**src/rtl/fetch_redirect_unit_pkg.sv**
```systemverilog
// Shared encodings and shadow-stage layout for the fetch redirect unit.
package fetch_pkg;

  localparam logic [1:0] WP_NONE           = 2'b00;
  localparam logic [1:0] WP_TAKEN_NOT      = 2'b01;
  localparam logic [1:0] WP_NOTTAKEN_TAKEN = 2'b10;

  localparam logic [6:0] OP_BTYPE = 7'b1100011;
  localparam logic [6:0] OP_JAL   = 7'b1101111;
  localparam logic [6:0] OP_JALR  = 7'b1100111;

  typedef struct packed {
    logic        valid;
    logic [31:0] pc;
    logic        hit;
    logic [31:0] tgt;
  } shadow_stage_t;

endpackage

```
**src/rtl/fetch_redirect_unit_sat_counter.sv**
```systemverilog
// Saturating event counter: +1 per cycle with inc_i, sticks at all-ones.
module sat_counter #(
  parameter int W = 32
) (
  input  logic         clk_i,
  input  logic         rst_ni,
  input  logic         inc_i,
  output logic [W-1:0] cnt_o
);

  logic [W-1:0] cnt_q, cnt_d;

  always_comb begin
    cnt_d = cnt_q;
    if (inc_i && (cnt_q != {W{1'b1}})) cnt_d = cnt_q + 1'b1;
  end

  always_ff @(posedge clk_i) begin
    if (!rst_ni) cnt_q <= '0;
    else         cnt_q <= cnt_d;
  end

  assign cnt_o = cnt_q;

endmodule

```
**src/rtl/fetch_redirect_unit.sv**
```systemverilog
// Fetch PC owner: picks next PC, tracks IF/ID and ID/EX shadow stages, flushes on redirect.
module fetch_redirect_unit
  import fetch_pkg::*;
#(
  parameter logic [31:0] RESET_PC = 32'h0000_0000,
  parameter int          CNT_W    = 32
) (
  input  logic             clk_i,
  input  logic             rst_ni,
  input  logic             stall_i,
  input  logic             hit_i,
  input  logic [31:0]      predicted_pc_i,
  input  logic [1:0]       wrong_predicted_i,
  input  logic [31:0]      alu_pc_i,
  input  logic             is_cti_ex_i,
  output logic [31:0]      pc_o,
  output logic [31:0]      pc_ex_o,
  output logic             hit_ex_o,
  output logic             flush_o,
  output logic [CNT_W-1:0] branch_cnt_o,
  output logic [CNT_W-1:0] mispred_cnt_o
);

  logic [31:0]   pc_q, pc_d;
  shadow_stage_t ifid_q, ifid_d;
  shadow_stage_t idex_q, idex_d;
  logic          ex_valid;
  logic          redir_ft, redir_tgt;

  assign ex_valid = idex_q.valid;
  assign pc_ex_o  = idex_q.pc;
  assign hit_ex_o = idex_q.hit & ex_valid;

  // Stale-target case: predictor agreed on direction but the BTB target was wrong (JALR).
  always_comb begin
    redir_ft  = ex_valid && (wrong_predicted_i == WP_TAKEN_NOT);
    redir_tgt = ex_valid && ((wrong_predicted_i == WP_NOTTAKEN_TAKEN) ||
                ((wrong_predicted_i == WP_NONE) && hit_ex_o && is_cti_ex_i &&
                 (alu_pc_i != idex_q.tgt)));
  end

  assign flush_o = redir_ft | redir_tgt;

  always_comb begin
    pc_d = pc_q + 32'd4;
    if (redir_ft)       pc_d = idex_q.pc + 32'd4;
    else if (redir_tgt) pc_d = alu_pc_i;
    else if (stall_i)   pc_d = pc_q;
    else if (hit_i)     pc_d = predicted_pc_i;
  end

  always_comb begin
    ifid_d = '{valid: 1'b1, pc: pc_q, hit: hit_i, tgt: predicted_pc_i};
    idex_d = ifid_q;
    if (flush_o) begin
      ifid_d = '0;
      idex_d = '0;
    end else if (stall_i) begin
      ifid_d = ifid_q;
      idex_d = '0;
    end
  end

  always_ff @(posedge clk_i) begin
    if (!rst_ni) begin
      pc_q   <= RESET_PC;
      ifid_q <= '0;
      idex_q <= '0;
    end else begin
      pc_q   <= pc_d;
      ifid_q <= ifid_d;
      idex_q <= idex_d;
    end
  end

  assign pc_o = pc_q;

  sat_counter #(.W(CNT_W)) u_branch_cnt (
    .clk_i  (clk_i),
    .rst_ni (rst_ni),
    .inc_i  (ex_valid & is_cti_ex_i),
    .cnt_o  (branch_cnt_o)
  );

  sat_counter #(.W(CNT_W)) u_mispred_cnt (
    .clk_i  (clk_i),
    .rst_ni (rst_ni),
    .inc_i  (flush_o),
    .cnt_o  (mispred_cnt_o)
  );

endmodule
```
**config.mk**
```make
export PLATFORM = sky130hd
export DESIGN_NAME = fetch_redirect_unit
export DESIGN_NICKNAME = d
export VERILOG_FILES = /design/src/rtl/fetch_redirect_unit_pkg.sv /design/src/rtl/fetch_redirect_unit_sat_counter.sv /design/src/rtl/fetch_redirect_unit.sv
export SDC_FILE = /design/constraint.sdc
export NUM_CORES = 1
export LEC_CHECK = 0
export BUFFER_PORTS_ARGS = -buffer_cell sky130_fd_sc_hd__buf_4
export CORE_MARGIN = 4
export CORE_UTILIZATION = 25
export DETAILED_ROUTE_END_ITERATION = 7
export GPL_ROUTABILITY_DRIVEN = 1
export PLACE_DENSITY = 0.4
export SLEW_MARGIN = 25
export SYNTH_ARGS = -nofsm -noshare
export SYNTH_HDL_FRONTEND = slang
export SYNTH_SLANG_ARGS = --single-unit
```
**constraint.sdc**
```tcl
create_clock -name clk_i -period 2.28 [get_ports clk_i]
set_clock_uncertainty 0.05 [all_clocks]
set_input_delay 0.342 -clock clk_i [delete_from_list [all_inputs] [get_ports clk_i]]
set_output_delay 0.342 -clock clk_i [all_outputs]
set_load 0.05 [all_outputs]
```
# After elaboration in Yosys (flattened, before gate mapping)
# Index checks and enable logic that the tools add are counted.
[word_totals]
register_bits = 228
latch_bits = 0
ramBits = 0
rom_bits = 0
in_bits = 71
output_inout_bits = 130
word_cells = 40
n_memories = 0
[op_classes]
n_addsub = 4
mul = 0
n_div = 0
n_lt_le_gt_ge = 0
n_eq_ne = 6
shift = 0
mux = 4
bitwise_logic = 4
n_reduce_logical = 11
[ops]
columns = ["op", "n"]
rows = [
  ["$mux W32", 4],
  ["$add A32 B1 Y32 const B", 2],
  ["$add A32 B3 Y32 const B", 2],
  ["$ne A32 B32 Y1 const B", 2],
  ["$ne A32 B32 Y1", 1],
  ["$logic_and A1 B1 Y1", 7],
  ["$ne A3 B1 Y1 const B", 1],
  ["$reduce_or A3 Y1", 1],
  ["$and A1 B1 Y1", 2],
  ["$eq A2 B1 Y1 const B", 1],
  ["$eq A2 B2 Y1 const B", 1],
  ["$logic_not A2 Y1", 1],
  ["$reduce_or A2 Y1", 1],
  ["$logic_or A1 B1 Y1", 1],
  ["$not A1 Y1", 1],
  ["$or A1 B1 Y1", 1],
]

# Longest topological paths before layout
# Gate-level depths: netlist (run 1).
[depth]
depth_word = 8
depth_mapped = 9
ltp_nobuf = 8

# By module
# A second synthesis (run 1) with hierarchy kept.
[unflattened]
cells_unflattened = 1284
hier_area_um2 = 11214.5
[by_module_without_submodules]
columns = ["mod", "n_inst", "cells_per_inst", "area_each_um2", "seq_area_each_um2"]
rows = [
  ["fetch_redirect_unit", 1, 884, 7806.2, 3283.1],
  ["sat_counter", 2, 200, 1704.1, 640.6],
]

# Worst setup path before layout (run 1)
# No wires, ideal clock.
[synth_timing]
kind = "reg2reg"
from = "register pc_q[2], in the netlist pc_o[2]"
to = "register pc_q[22], in the netlist pc_o[22]"
setup_time_ns = 0.126
arrival_ns = 2.493
t_required_ns = 2.104
setup_slack_ns = -0.389
path_stages_with_launch = 9
path_buffers = 0
period_less_slack_ns = 2.669
path_cell_list = "dfxtp_1 -> ha_1 -> nand4_1 -> nor4_2 -> nand2_1 -> xnor2_1 -> mux2_2 -> a32oi_1 -> o21ai_0"
[synth_between]
elab_chain_len = 5
[synth_lines]
columns = ["item", "line_no", "text"]
rows = [
  ["start, declared", "fetch_redirect_unit.sv:24", "logic [31:0] pc_q, pc_d;"],
  ["start signal, assigned", "fetch_redirect_unit.sv:70", "pc_q <= pc_d;"],
  ["$add A32 B3 Y32", "fetch_redirect_unit.sv:45", "pc_d = pc_q + 32'd4;"],
  ["$mux W32", "fetch_redirect_unit.sv:49", "else if (hit_i) pc_d = predicted_pc_i;"],
  ["$mux W32", "fetch_redirect_unit.sv:48", "else if (stall_i) pc_d = pc_q;"],
  ["$mux W32", "fetch_redirect_unit.sv:47", "else if (redir_tgt) pc_d = alu_pc_i;"],
  ["$mux W32", "fetch_redirect_unit.sv:46", "if (redir_ft) pc_d = idex_q.pc + 32'd4;"],
]
# No other way between the ends. The select of a mux whose other input is x is not followed.
# A chain may end at the register's enable or synchronous reset.

# Worst setup path after layout (run 1)
[layout_timing]
from = "register idex_q[29] in the netlist's numbering"
to = "output flush_o"
[layout_between]
elab_chain_len = 5
[layout_lines]
columns = ["item", "line_no", "text"]
rows = [
  ["start, declared", "fetch_redirect_unit.sv:26", "shadow_stage_t idex_q, idex_d;"],
  ["start signal, assigned", "fetch_redirect_unit.sv:72", "idex_q <= idex_d;"],
  ["$ne A32 B32 Y1", "fetch_redirect_unit.sv:39", "(alu_pc_i != idex_q.tgt)));"],
  ["$logic_and A1 B1 Y1", "fetch_redirect_unit.sv:38", "((wrong_predicted_i == WP_NONE) && hit_ex_o && is_cti_ex_i &&"],
  ["$logic_or A1 B1 Y1", "fetch_redirect_unit.sv:37", "redir_tgt = ex_valid && ((wrong_predicted_i == WP_NOTTAKEN_TAKEN) ||"],
  ["$logic_and A1 B1 Y1", "fetch_redirect_unit.sv:37", ""],
  ["$or A1 B1 Y1", "fetch_redirect_unit.sv:42", "assign flush_o = redir_ft | redir_tgt;"],
  ["end, declared", "fetch_redirect_unit.sv:19", "output logic flush_o,"],
]
# No other way between the ends.

==> impl_metrics.yaml, run 1 <==
yosys:
  synthTopCellsByCount: "dfxtp_1 (228), nor2_1 (155), nand2_1 (114), mux2i_1 (76), xor2_1 (75)"
  yosys-top-cells-area: "dfxtp_1 (42%), mux2i_1 (7.0%), xor2_1 (6.0%)"
  syn-cell-area_um2: 10900
  yosysSeqAreaShare: 0.419
  syn_area_per_cell_um2: 8.77
  yosysTopAreaCell: "dfxtp_1"
  syn_inst: 1241
  synth.distinct_cells: 76
  synth.most_common_cell: "dfxtp_1"
  ys.flop_type: "dfxtp_1"
  synth_nets: 1316
  synth_top_area_frac: 0.419
  synth-edff-count: 0
  yosysWarnings: 0
  synth_seq_cells: 228
  ys_async_sr_fraction: 0
status:
  violations: "negative setup slack"
  status: "finished, violations left"
grt:
  track_usage: 0.173
  grt_pass1_vias: 10200
  antenna_found_initial: 3
  grt_first_pass_wirelength_mm: 63.2
  grt_max_degree: 55
  grt_overflow: 0
timing:
  slew_viol_final: 0
  fin_crit_ns: 2.54
  clock.fmax_mhz: 394
  layout_worst_path_cycle_share: 1.11
  finalHoldWorstSlack_ns: 0.0209
  worst_slack_ns: -0.257
  worstMarginPinSlew_ns: 0.828
  setup_viol: 160
  hold_violations: 0
  slew_headroom: 0.446
  setup_tns_ns: -13.97
  rsz0062_at_grt: "yes"
place:
  place_hpwl_mm: 30.9
  dp.cells: 2095
  io_buffers: 200
  place_congestion: 0.801
power:
  p_total_mw: 10.1
  vdd_drop_max_mv: 0.571
  leakagePower_nw: 6.95
  powerDensity_nw_per_um2: 615
final_layout:
  finalNonFillerCells: 2219
  fillers: 4478
  area_delta_synth_final_pct: 51.4
  drive_above_1_share: 0.364
  finalNetCount: 1684
critical_path:
  worstPathRequired_ns: 1.89
  startpoint_type: "flop"
  cp_data_arrival_time_ns: 2.14
  cp_max_fo: 2
  timing.rr.start: "idex_q[7]"
  worstSetupStartpoint: "idex_q[29]"
  end_kind: "output port"
  crit_type: "flop to output port"
routing:
  wl_mm: 44.8
  vias_per_cell: 4.69
  drt_first_pass_iters: 5
  dr_total_vias: 10400
  dr.first_iter.drc_count: 575
  routedWlPerCell_um: 20.2
  antenna_left: 0
  drc: 0
cts:
  cts_root_buffer: "clkbuf_16"
  clock_sinks: 228
  clkLatencyLatePin_ns: 0.57
  tritoncts: "built"
  cts_made_buffers: 29
  clockBufferDepth: 3
  clk_pin_slew_ns: 0.06
  cts_max_level: 1
worst_hold_path:
  min_from: "predicted_pc_i[26]"
  hp-class: "primary input to flop"
floorplan:
  dieArea_um2: 47000
  die_y_um: 217
  start_util: 0.253
  core_area_um2: 43100
  ios: 201
  rows: 76
  die_w_um: 217
flow_run:
  drv_cap: 0
## logic make-up after synthesis
| group | share of synthesized area |
|---|---|
| AO/OA/AOI/OAI | 0.107 |
| XOR/XNOR | 0.0917 |
| adder cells (fa/ha/maj) | 0.00460 |
| buffers and inverters | 0.0525 |
| flip-flops | 0.419 |
| multiplexers | 0.0740 |
| AND/OR/NAND/NOR | 0.251 |
## worst max-delay path, stage by stage (launching register included)
cell     delay (ns)
dfxtp_2        0.33
xor2_2         0.19
buf_4          0.15
nor4_4         0.25
nand4_1        0.19
o21ai_4        0.23
nand2_4        0.10
buf_8          0.16
## per-layer routing
layer / up-vias / global-route usage / routed length (um)
li1: 5068 / - / -
met4: 2 / 0.0329 / 886
met1: 5044 / 0.241 / 21200
met2: 241 / 0.283 / 20600
met5: - / 0 / 10
met3: 56 / 0.0296 / 2200
## registers in the layout, summed over array words and instances, names as in the netlist
signal / count
ifid_q: 66
idex_q: 33
pc_ex_o: 32
pc_o: 32
u_branch_cnt.cnt_o: 32
u_mispred_cnt.cnt_o: 32
ex_valid: 1
## cell usage in the layout (no fill, tap or decap), types with 12 or more instances in the layout
cell           Yosys  final
buf_4             33    353
dfxtp_1          228    189
nor2_1           155    143
nand2_1          114    110
mux2i_1           76     76
xor2_1            75     66
and2_1            74     57
nand3_1           50     49
clkbuf_16          0     40
xnor2_1           39     39
dfxtp_2            0     36
nand4_1           34     34
dlygate4sd3_1      0     33
o21ai_0           37     28
a21oi_1           32     27
and2_4             0     17
buf_12             0     16
and3_1            15     14
inv_1             13     13
buf_6              1     13
and4_1            12     12
## area by class of cell
cell class / count / area, um2 / area share
repair buffers: 433 / 3840 / 0.233
clock inverters: 8 / 93.8 / 0.00569
multi-input cells: 902 / 6280 / 0.381
diodes: 2 / 5.00 / 0.000304
flip-flops and latches: 228 / 4620 / 0.280
clock buffers: 46 / 850 / 0.0515
inverters: 15 / 56.3 / 0.00342
well taps: 585 / 732 / 0.0444
## final timing paths
| kind | endpoint | slack [ns] | depth (start not counted) |
|---|---|---|---|
| max | flush_o | -0.26 | 7 |
| min | ifid_q[26] | 0.02 | 3 |
| max reg2reg | u_mispred_cnt.cnt_o[22] | -0.16 | 11 |
| min reg2reg | ex_valid | 0.39 | 2 |
## metrics by stage
stage                     area [um2]  utilization  worst slack (ns)
after floorplan                10900            -          0.000754
after global placement         14000        0.325            -0.353
after detailed placement       14000        0.325            -0.385
after CTS                      15600        0.361            -0.282
after global routing           16500        0.383            -0.339
final                          16500        0.383            -0.257
## repair_timing
item,CTS,global route
gates resized for setup,47,116
hold endpoints to repair,33,0
cloned,2,17
hold buffers,33,0
pin swaps,12,47
setup buffers,5,13
setup endpoints to repair,191,195
## power by group
group / switching, mW / internal [mW] / leakage (nW) / total (mW)
Combinational: 0.751 / 0.585 / 4.62 / 1.34
Clock: 1.84 / 2.76 / 0.466 / 4.60
Sequential: 0.0948 / 4.10 / 1.87 / 4.20
Total: 2.68 / 7.45 / 6.95 / 10.1
Note: power is estimated with default switching activity, not from simulation.
==> run 2, diff against run 1 <==
Settings changed: CTS_BUF_LIST from default to sky130_fd_sc_hd__clkbuf_4 sky130_fd_sc_hd__clkbuf_8 sky130_fd_sc_hd__clkbuf_16.
==> impl_metrics.yaml, run 2 (same netlist as run 1, synthesis figures left out) <==
floorplan:
  die_y_um: 217
  ios: 201
  rows: 76
  core_area_um2: 43100
  dieArea_um2: 47000
  start_util: 0.253
  die_w_um: 217
place:
  place_hpwl_mm: 30.9
  place_congestion: 0.801
  io_buffers: 200
  dp.cells: 2095
cts:
  cts_root_buffer: "clkbuf_16"
  cts_max_level: 1
  clkLatencyLatePin_ns: 0.57
  cts_made_buffers: 29
  clk_pin_slew_ns: 0.06
  tritoncts: "built"
  clockBufferDepth: 3
  clock_sinks: 228
final_layout:
  reg.largest.list: "ifid_q: 66 flops, idex_q: 33 flops"
  finalNonFillerCells: 2219
  finalNetCount: 1684
  area_delta_synth_final_pct: 51.8
  final_common_cell: "buf_4"
  regMostFlops: "ifid_q"
  drive_above_1_share: 0.372
  mostFrequentLayoutCells: "buf_4 (353), dfxtp_1 (189), nor2_1 (143), nand2_1 (109), mux2i_1 (76)"
  fillers: 4472
  largest_reg_flops: 66
power:
  powerDensity_nw_per_um2: 622
  switching_share: 0.262
  vdd_drop_max_mv: 0.574
  seqPwrFrac: 0.408
  leakagePower_nw: 6.99
  p_clk_frac: 0.461
  combPwrFrac: 0.130
  intPower_mw: 7.58
  switching_power_mw: 2.70
critical_path:
  end_kind: "output port"
  cp_max_fo: 2
  cp_data_arrival_time_ns: 2.14
  crit_type: "flop to output port"
  ff2ff_path_depth: 11
  startpoint_type: "flop"
  worstPathRequired_ns: 1.89
grt:
  grt_max_degree: 55
  antenna_found_initial: 3
  grt_pass1_vias: 10200
  grt_overflow: 0
  grt_first_pass_wirelength_mm: 63.2
  track_usage: 0.173
status:
  status: "finished, violations left"
  violations: "negative setup slack"
timing:
  layout_worst_path_cycle_share: 1.11
  rsz0062_at_grt: "yes"
  slew_viol_final: 0
  setup_viol: 160
  hold_violations: 0
  worstMarginPinSlew_ns: 0.847
  slew_headroom: 0.433
  finalHoldWorstSlack_ns: 0.0188
  clock.fmax_mhz: 394
  fin_crit_ns: 2.54
  worst_slack_ns: -0.257
routing:
  dr_total_vias: 10400
  antenna_left: 0
  vias_per_cell: 4.68
  routedWlPerCell_um: 20.2
  wl_mm: 44.9
  drt_first_pass_iters: 5
  drc: 0
  dr.first_iter.drc_count: 528
worst_hold_path:
  holdPathStages: 3
  hp-class: "primary input to flop"
flow_run:
  drv_cap: 0
## run 2: power by group through the flow
stage          logic [mW]  clock network (mW)  registers, mW
3_3_place_gp         1.10                   0           4.28
4_1_cts              1.18                4.87           4.20
5_1_grt              1.42                5.02           4.21
6_report             1.34                4.74           4.20
3_5_place_dp         1.10                   0           4.28
2_1_floorplan       0.439                   0           4.41
## run 2: per-layer routing
metal	vias to the layer above	track usage	routed length, um
li1	5059	-	-
met1	4995	0.241	21000
met2	273	0.283	20700
met3	55	0.0296	2430
met4	2	0.0329	876
met5	-	0	10
## run 2: layout make-up
class,count,area [um2],area share
diodes,2,5.00,0.000303
clock inverters,8,93.8,0.00568
clock buffers,46,891,0.0539
multi-input cells,902,6290,0.380
flip-flops and latches,228,4620,0.280
well taps,585,732,0.0443
inverters,15,56.3,0.00341
repair buffers,433,3840,0.232
## run 2: worst max-delay path, cell delays in order, from the launching register on
cell	delay (ns)
dfxtp_2	0.33
xor2_2	0.19
buf_4	0.15
nor4_4	0.25
nand4_1	0.19
o21ai_4	0.23
nand2_4	0.10
buf_8	0.16
## run 2: final timing paths
kind | slack (ns) | end | startpoint
max | -0.26 | flush_o | idex_q[29]
min reg2reg | 0.39 | ex_valid | ifid_q[65]
max reg2reg | -0.16 | pc_o[30] | idex_q[20]
min | 0.02 | ifid_q[26] | predicted_pc_i[26]
## run 2: per-stage QoR
step	utilization	TNS (ns)	worst slack [ns]	total power, mW	area, um2
2_1_floorplan	-	0	0.000754	4.85	10900
3_3_place_gp	0.325	-38.92	-0.353	5.38	14000
3_5_place_dp	0.325	-49.05	-0.385	5.38	14000
4_1_cts	0.362	-7.27	-0.282	10.2	15600
5_1_grt	0.384	-30.66	-0.339	10.7	16500
6_report	0.384	-14.17	-0.257	10.3	16500
## run 2: repair_timing
action	4_1_cts	5_1_grt
hold buffers	33	0
gates cloned	2	17
endpoints found under the setup margin	191	195
gates resized for setup	47	119
endpoints found under the hold margin	33	0
buffers inserted	5	13
pin swaps	12	47
